### config.mk
export PLATFORM = sky130hd
export DESIGN_NAME = pipe_stage_reg
export DESIGN_NICKNAME = d
export VERILOG_FILES = /design/src/rtl/pipe_stage_reg.sv
export SDC_FILE = /design/constraint.sdc
export NUM_CORES = 1
export LEC_CHECK = 0
export CORE_ASPECT_RATIO = 0.8
export CORE_UTILIZATION = 34
export CTS_CLUSTER_SIZE = 28
export DETAILED_ROUTE_END_ITERATION = 12
export PLACE_DENSITY = 0.89
export SKIP_CTS_REPAIR_TIMING = 1
export SLEW_MARGIN = 20
export SYNTH_ARGS = -nofsm -noshare
export SYNTH_HDL_FRONTEND = slang
export SYNTH_SLANG_ARGS = --single-unit
### constraint.sdc
create_clock -name clk -period 0.8 [get_ports clk]
set_input_delay 0.2 -clock clk [delete_from_list [all_inputs] [get_ports clk]]
set_output_delay 0.2 -clock clk [all_outputs]
set_load 0.03 [all_outputs]
### src/rtl/pipe_stage_reg.sv
// Multi-slice pipeline register with per-slice valid, stall/flush priority and optional statistics.
// Define PIPE_STAGE_STATS_EN to implement the stall/flush/bubble counters; otherwise they read as 0.
module pipe_stage_reg #(
  parameter int WIDTH      = 64,
  parameter int DEPTH      = 1,
  parameter int FLUSH_ZERO = 1,
  parameter int CNT_W      = 16
) (
  input  logic             clk,
  input  logic             reset_n,
  input  logic [WIDTH-1:0] in_data,
  input  logic             in_valid,
  output logic             in_ready,
  input  logic [DEPTH-1:0] stall,
  input  logic [DEPTH-1:0] flush,
  output logic [WIDTH-1:0] out_data,
  output logic             out_valid,
  output logic [CNT_W-1:0] stall_cnt,
  output logic [CNT_W-1:0] flush_cnt,
  output logic [CNT_W-1:0] bubble_cnt
);

  logic [DEPTH-1:0] hold;
  logic [DEPTH-1:0] kill;
  logic [DEPTH-1:0] prev_hold;
  logic [DEPTH-1:0] valid_q;
  logic [DEPTH-1:0] src_valid;
  logic [WIDTH-1:0] data_q   [DEPTH];
  logic [WIDTH-1:0] src_data [DEPTH];

  // hold/kill of slice i is the OR over slice i and every older slice
  always_comb begin
    hold = '0;
    kill = '0;
    for (int unsigned i = 0; i < DEPTH; i++) begin
      hold[i]     = |(stall >> i);
      kill[i]     = |(flush >> i);
      src_data[i] = in_data;
    end
    for (int unsigned i = 1; i < DEPTH; i++) begin
      src_data[i] = data_q[i-1];
    end
  end

  assign prev_hold = hold << 1;
  assign src_valid = (valid_q << 1) | DEPTH'(in_valid);

  always_ff @(posedge clk or negedge reset_n) begin
    if (!reset_n) begin
      valid_q <= '0;
      for (int unsigned i = 0; i < DEPTH; i++) begin
        data_q[i] <= '0;
      end
    end else begin
      for (int unsigned i = 0; i < DEPTH; i++) begin
        if (kill[i]) begin
          valid_q[i] <= 1'b0;
          if (FLUSH_ZERO != 0) data_q[i] <= '0;
        end else if (!hold[i]) begin
          if (prev_hold[i]) begin
            valid_q[i] <= 1'b0;
            if (FLUSH_ZERO != 0) data_q[i] <= '0;
          end else begin
            valid_q[i] <= src_valid[i];
            data_q[i]  <= src_data[i];
          end
        end
      end
    end
  end

  assign in_ready  = !hold[0];
  assign out_data  = data_q[DEPTH-1];
  assign out_valid = valid_q[DEPTH-1];

`ifdef PIPE_STAGE_STATS_EN
  logic [CNT_W-1:0] stall_q;
  logic [CNT_W-1:0] flush_q;
  logic [CNT_W-1:0] bubble_q;

  // saturating counters: stop at all-ones instead of wrapping
  always_ff @(posedge clk or negedge reset_n) begin
    if (!reset_n) begin
      stall_q  <= '0;
      flush_q  <= '0;
      bubble_q <= '0;
    end else begin
      if (hold[0] && (stall_q != '1))     stall_q  <= stall_q + CNT_W'(1);
      if ((|flush) && (flush_q != '1))    flush_q  <= flush_q + CNT_W'(1);
      if (!out_valid && (bubble_q != '1)) bubble_q <= bubble_q + CNT_W'(1);
    end
  end

  assign stall_cnt  = stall_q;
  assign flush_cnt  = flush_q;
  assign bubble_cnt = bubble_q;
`else
  assign stall_cnt  = '0;
  assign flush_cnt  = '0;
  assign bubble_cnt = '0;
`endif

endmodule

## After elaboration in Yosys (flattened, before gate mapping)

Index checks and enable logic that the tools add are counted.

- Multiplexer cells: 4
- Reductions and logical operators: 1
- Equality and inequality tests: 1

Operators with widths:

| operator | count |
|---|---|
| $mux W64 | 2 |
| $mux W1 | 2 |
| $ne A2 B1 Y1 const B | 1 |
| $logic_not A1 Y1 | 1 |

- Input port bits: 69
- Bits in registers: 65
- Output and inout bits: 114
- Logic and storage cells: 8

## Logic depth before layout (Yosys ltp)

Gate-level depths: netlist (run 1).

- Depth in word-level cells: 2
- Gate-level depth with buffers: 5

## Worst setup path after synthesis (run 1)

Ideal clock, no wire load.

- Path type: input -> output
- From: in stall
- To: out in_ready
- Slack: -0.181 ns
- Data required time: 0.600 ns
- Cell stages on the path: 4
- Data arrival time: 0.781 ns
- Cells stage by stage: buf_6 > buf_12 > buf_12 > inv_1

- Longest elaborated chain between the ends: 1

RTL lines:

| what | RTL line | source |
|---|---|---|
| start, declared | 14 | `input logic [DEPTH-1:0] stall,` |
| $logic_not A1 Y1 | 72 | `assign in_ready = !hold[0];` |
| end, declared | 13 | `output logic in_ready,` |

Every way passes these cells.

## Final worst setup path (run 1)

- From: reg valid_q, in the netlist out_valid
- To: out out_valid

RTL lines:

| what | RTL line | source |
|---|---|---|
| start, declared | 26 | `logic [DEPTH-1:0] valid_q;` |
| start signal, assigned by index | 64 | `valid_q[i] <= src_valid[i];` |
| end, declared | 17 | `output logic out_valid,` |

No word-level cell between the ends.

==> out/results.tsv, run 1 <==
metric	value	unit
DIE WIDTH	108	um
first-pass GRT wire length	10100	um
Worst-Skew Late Latency	320	ps
maximum VDD drop	0.744	mV
Max FO, Critical Path	2	
Setup violations, final	96	
Clock Tree Root	clkbuf_8	
IO buf count	134	
clock tree from TritonCTS	yes	
data required time of the critical path	600	ps
Avg Cell Area, Syn	11.7	um^2
CP Buf/Inv Count	1	
I/O pin cnt	183	
GR Util met2	0.259	
GRT met3 Usage	0.0278	
Diodes inserted	0	
crit path cell chain	buf_6	
Crit path largest cell delay	420	ps
Setup Skew	0	ps
initial DRC count	48	
largest net degree at the start of global routing	38	
RSZ-0062 raised after global routing	true	
Slew Viols, Final	0	
DP Area	4160	um^2
post-route DRC violation count	0	
Crit path max-delay family	flip-flops	
Initial Utilization	0.354	
initial antenna violation count	0	
post-layout minimum cycle time	1080	ps
GRT Util Overall	0.142	
clk buf depth	2	
core area	8600	um^2
First-pass DRT Iterations	4	
hold endpoint	out_data[22]$_DFFE_PN0P_	
fin nets	508	
Static Leak	2.58	nW
DRT Wirelength	7440	um
# rows	30	
Final Total Pwr	8.49	mW
Cells after Synth	260	
# H-tree levels	3	
HPWL Detailed	5020	um
Routed Antenna Nets	0	
design area	4930	um^2
Layout area overhead	62.0	%
fillcell total	718	
Worst Hold Class	in2reg	
Reg2Reg Depth	3	
Die Area	9330	um^2
failing checks	setup timing	
max-cap violations	0	
critical path class	reg2out	
critical path arrival	880	ps
reg2reg end	out_data[20]$_DFFE_PN0P_	
Pwr per Cell Area	1720	nW/um^2
Synth cell types	11	
grt peak-use layer	met2	
clk sink count	65	
Seq cells post-synth	65	
fin crit share	1.36	
met1 Use GR	0.159	
yosys warns	0	
synthesized area	3040	um^2
post-synthesis sequential area ratio	0.535	
hold path cells	3	
f_max	922	MHz
vias in the first global route	2135	
Avg Vias per Cell	4.18	
critical path endpoint category	primary output	
WL/cell	13.4	um
Worst Min Path Start	flush	
gr ovfl total	0	
TritonCTS Buffers	9	
chip height	86.6	um
status	finished, violations left	
R2R Path Start	out_data[20]$_DFFE_PN0P_	
clk slew on worst S/H paths	70	ps
routed via count	2325	
Setup WS post-layout	-285	ps
Worst setup SP type	flop	
reg2reg setup slack	-70	ps
CP max stage cell	dfrtp_2	
final hold violation count	0	
GP Congestion	0.709	
layout cell share with drive strength beyond 1	0.300	
## cell type report
class | instances | area, um^2 | share of cell area
well taps | 112 | 140 | 0.0284
flip-flops and latches | 65 | 1630 | 0.330
inverters | 1 | 7.51 | 0.00152
clock buffers | 13 | 149 | 0.0302
multi-input cells | 178 | 1070 | 0.218
clock inverters | 3 | 40.0 | 0.00812
repair buffers | 184 | 1890 | 0.383
## how the worst max path moves through the flow
stage,start,end,slack [ps],cells after the start
after floorplan,stall,in_ready,-120,4
after global placement,stall,in_ready,-190,4
after detailed placement,stall,out_data[0]$_DFFE_PN0P_,-230,4
after CTS,out_valid$_DFFE_PN0P_,out_valid,-330,1
after global routing,out_valid$_DFFE_PN0P_,out_valid,-320,1
final,out_valid$_DFFE_PN0P_,out_valid,-280,1
## metrics by stage
stage	TNS (ps)	util	hold slack (ps)	std cells	setup WS [ps]
5_1_grt	-21600	0.573	305	556	-318
3_3_place_gp	-8460	0.484	200	498	-189
6_report	-17750	0.573	303	556	-285
3_5_place_dp	-10170	0.484	210	498	-225
4_1_cts	-19400	0.506	-150	514	-331
2_1_floorplan	-4250	-	-95.6	307	-118
## placed cells by master, fill, tap and decap left out
cell type and instances:
buf_6 66, mux2i_1 65, nor2_1 65, clkdlybuf4s50_1 65, dfrtp_1 64, conb_1 48
buf_4 42, clkbuf_8 10, buf_12 8, clkbuf_1 3, clkinv_2 2, buf_2 2
clkinvlp_4 1, bufinv_16 1, dlygate4sd3_1 1, dfrtp_2 1
## cell usage after synthesis
| master | instances | area [um^2] |
|---|---|---|
| inv_1 | 1 | 3.75 |
| conb_1 | 1 | 3.75 |
| buf_4 | 50 | 375 |
| buf_2 | 1 | 5.00 |
| buf_6 | 1 | 11.3 |
| buf_12 | 5 | 100 |
| nor2_1 | 65 | 244 |
| mux2i_1 | 65 | 651 |
| dfrtp_1 | 65 | 1630 |
| clkbuf_1 | 4 | 15.0 |
| buf_1 | 2 | 7.51 |
## per-layer routing
metal  part of all wire  wire, um
met1               0.39      2870
met2               0.54      4000
met3              0.059       439
met4              0.018       132
met5                  0         0
## registers in the layout (all words and copies together) (netlist names)
register   cells
out_data      64
out_valid      1
## cells by family after synthesis
logic type,share of synthesized area
buffers and inverters,0.170
DFF,0.535
muxes,0.214
other,0.00123
and+or+nand+nor,0.0802
## power by group
| part | switching (mW) | internal, mW | leakage [nW] |
|---|---|---|---|
| clock network | 1.14 | 1.52 | 0.0974 |
| registers | 0.143 | 3.47 | 0.861 |
| logic | 1.18 | 1.04 | 1.62 |
| total | 2.46 | 6.03 | 2.58 |
Note: power is estimated with default switching activity, not from simulation.
==> run 2, diff against run 1 <==
--- a/config.mk
+++ b/config.mk
@@ -7,7 +7,6 @@
 export LEC_CHECK = 0
 export CORE_ASPECT_RATIO = 0.8
 export CORE_UTILIZATION = 34
-export CTS_CLUSTER_SIZE = 28
 export DETAILED_ROUTE_END_ITERATION = 12
 export PLACE_DENSITY = 0.89
 export SKIP_CTS_REPAIR_TIMING = 1
==> results of run 2 <==
Same layout as run 1: the final DEF is identical, and so are final timing and power.
==> patch 1 (settings of run 2) <==
`FLUSH_ZERO`: 1 -> 0.
--- a/src/rtl/pipe_stage_reg.sv
+++ b/src/rtl/pipe_stage_reg.sv
@@ -3,7 +3,7 @@
 module pipe_stage_reg #(
   parameter int WIDTH      = 64,
   parameter int DEPTH      = 1,
-  parameter int FLUSH_ZERO = 1,
+  parameter int FLUSH_ZERO = 0,
   parameter int CNT_W      = 16
 ) (
   input  logic             clk,
Check against the original RTL: not equivalent (Yosys sat finds a counterexample within 4 cycles, from zero or initial values and one cycle with reset_n low).
==> patch 1 against run 2 <==
- the run still ends with negative setup slack left
- hold slack got worse by 0.24 ns
- total power rose by 44%
- sequential cell count did not move
- wire length rose by 0.19%
- worst setup slack improved by 0.0056 ns
- synthesized area rose by 1.7%
- cell area rose by 4.8%
- clock power rose by 45%
- combinational power rose by 91%
- critical path type unchanged
- critical endpoint is now out_data[60]
==> patch 1: results (changes against run 2) <==
Crit-path slowest cell dfrtp_1; Synth top cells by count 65 x dfrtp_1, 60 x mux2_4, 48 x buf_4, 6 x buf_12, 4 x mux2_2; status finished with violations; multiplexer share of the synthesized area 30.9% (+9.5 points); final worst slack -0.279 ns (+0.00565 ns); CTS Root Cell clkbuf_16; failing checks negative setup slack; Worst Hold End out_valid$_DFFE_PN0P_; Yosys cell types 10 (-1); first-pass GRT wire length 8.99 mm (-11%); HPWL Detailed 4.61 mm (-8.2%); routability cong. 0.673 (-5.1%); Via density 4.05 (-3.3%); fin nets 440 (-13%); DP Worst Slack -0.912 ns (-0.687 ns); CTS clk-pin slew, worst paths 0.05 ns (-0.02 ns); top post-synthesis cells by area dfrtp_1 53%, mux2_4 29%, buf_4 12%; R2R setup slack -0.21 ns (-0.14 ns); Max VDD drop 0.00117 V (+57%); fill cell count 647 (-9.9%); gr usage total 13.0% (-1.2 points); largest net degree at the start of global routing 35 (-7.9%); Critical R2R Launch out_data[36]$_DFFE_PN0P_; GR Util met3 4.64% (+1.9 points); sequential fraction of the synthesis area 52.6% (-0.89 points); post-DR wirelength/cell 15.3 um (+14%); setup violators final 129 (+34%); initial DRC count 13 (-73%); Hold Crit Depth 2 (-1)
-- patch 1: layout make-up --
class | instances | share of cell area [%]
clock buffers | 10 | 4.63
clock inverters | 6 | 1.11
inverters | 1 | 0.0727
multi-input cells | 116 | 22.9
flip-flops and latches | 65 | 31.5
well taps | 112 | 2.71
repair buffers | 178 | 37.1
-- patch 1: cells by family after synthesis --
kind of cell,Yosys count
other,1
flip-flops,65
AND/OR/NAND/NOR,2
buffers and inverters,55
multiplexers,65
-- patch 1: worst max-delay path by stage --
stage                                  start                  endpoint  slack, ns  cells after the start
finish              out_data[60]$_DFFE_PN0P_              out_data[60]      -0.28                      1
global route        out_data[12]$_DFFE_PN0P_              out_data[12]      -0.30                      1
CTS                                    stall  out_data[58]$_DFFE_PN0P_      -0.57                      4
detailed placement                     stall  out_data[58]$_DFFE_PN0P_      -0.91                      4
global placement                       stall  out_data[59]$_DFFE_PN0P_      -0.88                      4
floorplan                              stall   out_data[0]$_DFFE_PN0P_      -0.23                      3
-- patch 1: power breakdown --
group	total, mW	internal [mW]	switching (mW)
clock	3.86	2.47	1.39
combinational	4.23	2.26	1.98
sequential	4.17	3.78	0.387
total	12.3	8.51	3.75
-- patch 1: per-layer routing --
layer / part of all wire, % / vias to the layer above / wire, um
li1: - / 909 / -
met1: 40 / 961 / 2970
met2: 53 / 94 / 3950
met3: 6.0 / 10 / 451
met4: 1.2 / 0 / 86
met5: 0 / - / 0
-- patch 1: per-stage QoR --
stage	setup TNS (ns)	std cells	instance area [sq um]	utilization (%)	hold slack, ns
floorplan	-14.59	235	3270	-	-0.0956
global placement	-54.00	433	4210	48.5	0.206
detailed placement	-55.42	433	4210	48.5	0.211
CTS	-52.07	449	4510	52.0	-0.138
global route	-23.80	488	5160	59.6	0.0542
finish	-21.20	488	5160	59.6	0.0615
==> patch 2 (flow settings as in run 2) <==
Without the edit above. `CNT_W`: 16 -> 12.
--- a/src/rtl/pipe_stage_reg.sv
+++ b/src/rtl/pipe_stage_reg.sv
@@ -4,7 +4,7 @@
   parameter int WIDTH      = 64,
   parameter int DEPTH      = 1,
   parameter int FLUSH_ZERO = 1,
-  parameter int CNT_W      = 16
+  parameter int CNT_W      = 12
 ) (
   input  logic             clk,
   input  logic             reset_n,
Ports: changed (resized bubble_cnt, flush_cnt and stall_cnt); port bits go from 183 to 171. No check against the original RTL was run, so the function may have changed too.
==> patch 2 against run 2 <==
- the flow still finishes with violations (negative setup slack)
- largest cell class unchanged
- global-route usage is essentially flat
- synthesized area shrank 3.0%
- count of clock-buffer cells in the layout shrank 2
- total power grew 4.6%
- critical endpoint is now out_data[58]
- non-clock buffer count shrank 20
- worst setup slack lost 0.016 ns
- cell area shrank 3.3%
- critical path type unchanged
- sequential cell count is the same
- largest power group unchanged
- wire length shrank 2.5%
- register-to-register slack is essentially flat
==> patch 2: results (changes against run 2) <==
largest net degree at the start of global routing 36 (-5.3%); fill cell count 687 (-4.3%); number of flip-flops in the largest register 64 (unchanged); final worst slack -0.301 ns (-0.0158 ns); Yosys Warn Count 0 (unchanged); multiplexer share of the synthesized area 22.0% (+0.65 points); top post-synthesis cells by area dfrtp_1 55%, mux2i_1 22%, buf_4 9.7%; status finished with violations; gr usage total 14.2% (about the same); setup violators final 87 (-9.4%); post-DR wirelength/cell 13.9 um (+3.5%); XOR/XNOR share of the synthesized area 0% (unchanged); failing checks negative setup slack; fin nets 476 (-6.3%); Crit-path slowest cell dfrtp_1; DP Worst Slack -0.211 ns (+0.0146 ns); Hold Worst Slack 0.159 ns (-0.144 ns); leakage 2.45 nW (-4.9%); share of post-route cells with drive strength above 1 28.4% (-1.6 points); sequential fraction of the synthesis area 55.1% (+1.6 points); routability cong. 0.786 (+11%); drt first pass iters 6 (+2); Via density 4.31 (+3.0%); Detailed Route WL 7.26 mm (-2.5%); initial DRC count 72 (+50%); antenna violations before repair 0 (unchanged); critical-path maximum fanout 2 (unchanged); WP data arrival 0.90 ns (+0.02 ns); HPWL Detailed 4.63 mm (-7.9%); CP delay by family, top flip-flops; Hold Crit Depth 3 (unchanged); Mapped Cells 248 (-4.6%); vias in the first global route 2123 (-0.56%); placed inst area 4100 sq um (-1.6%); first-pass GRT wire length 10.0 mm (-0.42%); Cells after DPL 485 (-2.6%); Synth top cells by count 65 x dfrtp_1, 65 x mux2i_1, 65 x nor2_1, 38 x buf_4, 5 x buf_12; sw frac 28.5% (-0.55 points)
==> patch 2: cells by family (layout without fill, tap and decap cells) <==
| group | Yosys count | after routing |
|---|---|---|
| simple gates | 65 | 65 |
| buf+inv | 52 | 181 |
| other cells | 1 | 36 |
| mux | 65 | 65 |
| flops | 65 | 65 |
==> patch 2: layout make-up <==
class                      count  area [sq um]  share of cell area [%]
clock inverter                 5          77.6                    1.63
sequential                    65          1630                    34.2
clock buffer                  11           151                    3.18
inverter                       1          7.51                   0.158
multi-input combinational    166          1030                    21.7
tap                          112           140                    2.94
timing repair buffer         164          1730                    36.2
==> patch 2: per-stage QoR <==
step / setup TNS [ns] / utilization, %
after global routing: -22.11 / 56.4
after detailed placement: -11.68 / 48.5
final: -18.34 / 56.4
after global placement: -9.60 / 48.5
after floorplan: -4.25 / -
after CTS: -20.37 / 51.2
==> patch 2: path summary, 6_finish.rpt <==
check | start | endpoint
max | out_data[58]$_DFFE_PN0P_ | out_data[58]
min | stall | out_data[0]$_DFFE_PN0P_
max reg2reg | out_data[55]$_DFFE_PN0P_ | out_data[55]$_DFFE_PN0P_
min reg2reg | out_data[20]$_DFFE_PN0P_ | out_data[20]$_DFFE_PN0P_
max in group asynchronous | reset_n | out_data[4]$_DFFE_PN0P_
min in group asynchronous | reset_n | out_data[58]$_DFFE_PN0P_
==> patch 2: power by group through the flow <==
stage               clock (mW)  combinational [mW]  sequential [mW]
global placement             0                1.81             3.63
CTS                       3.32                1.83             3.58
global route              3.45                2.18             3.63
finish                    3.21                2.06             3.61
floorplan                    0               0.815             4.00
detailed placement           0                1.83             3.64
==> patch 2: routing by layer <==
metal | GRT usage, % | part of all wire (%) | vias up
li1 | - | - | 1053
met1 | 18.8 | 44 | 1087
met2 | 21.5 | 47 | 109
met3 | 5.91 | 8.4 | 8
met4 | 3.41 | 0.87 | 0
met5 | 0 | 0 | -
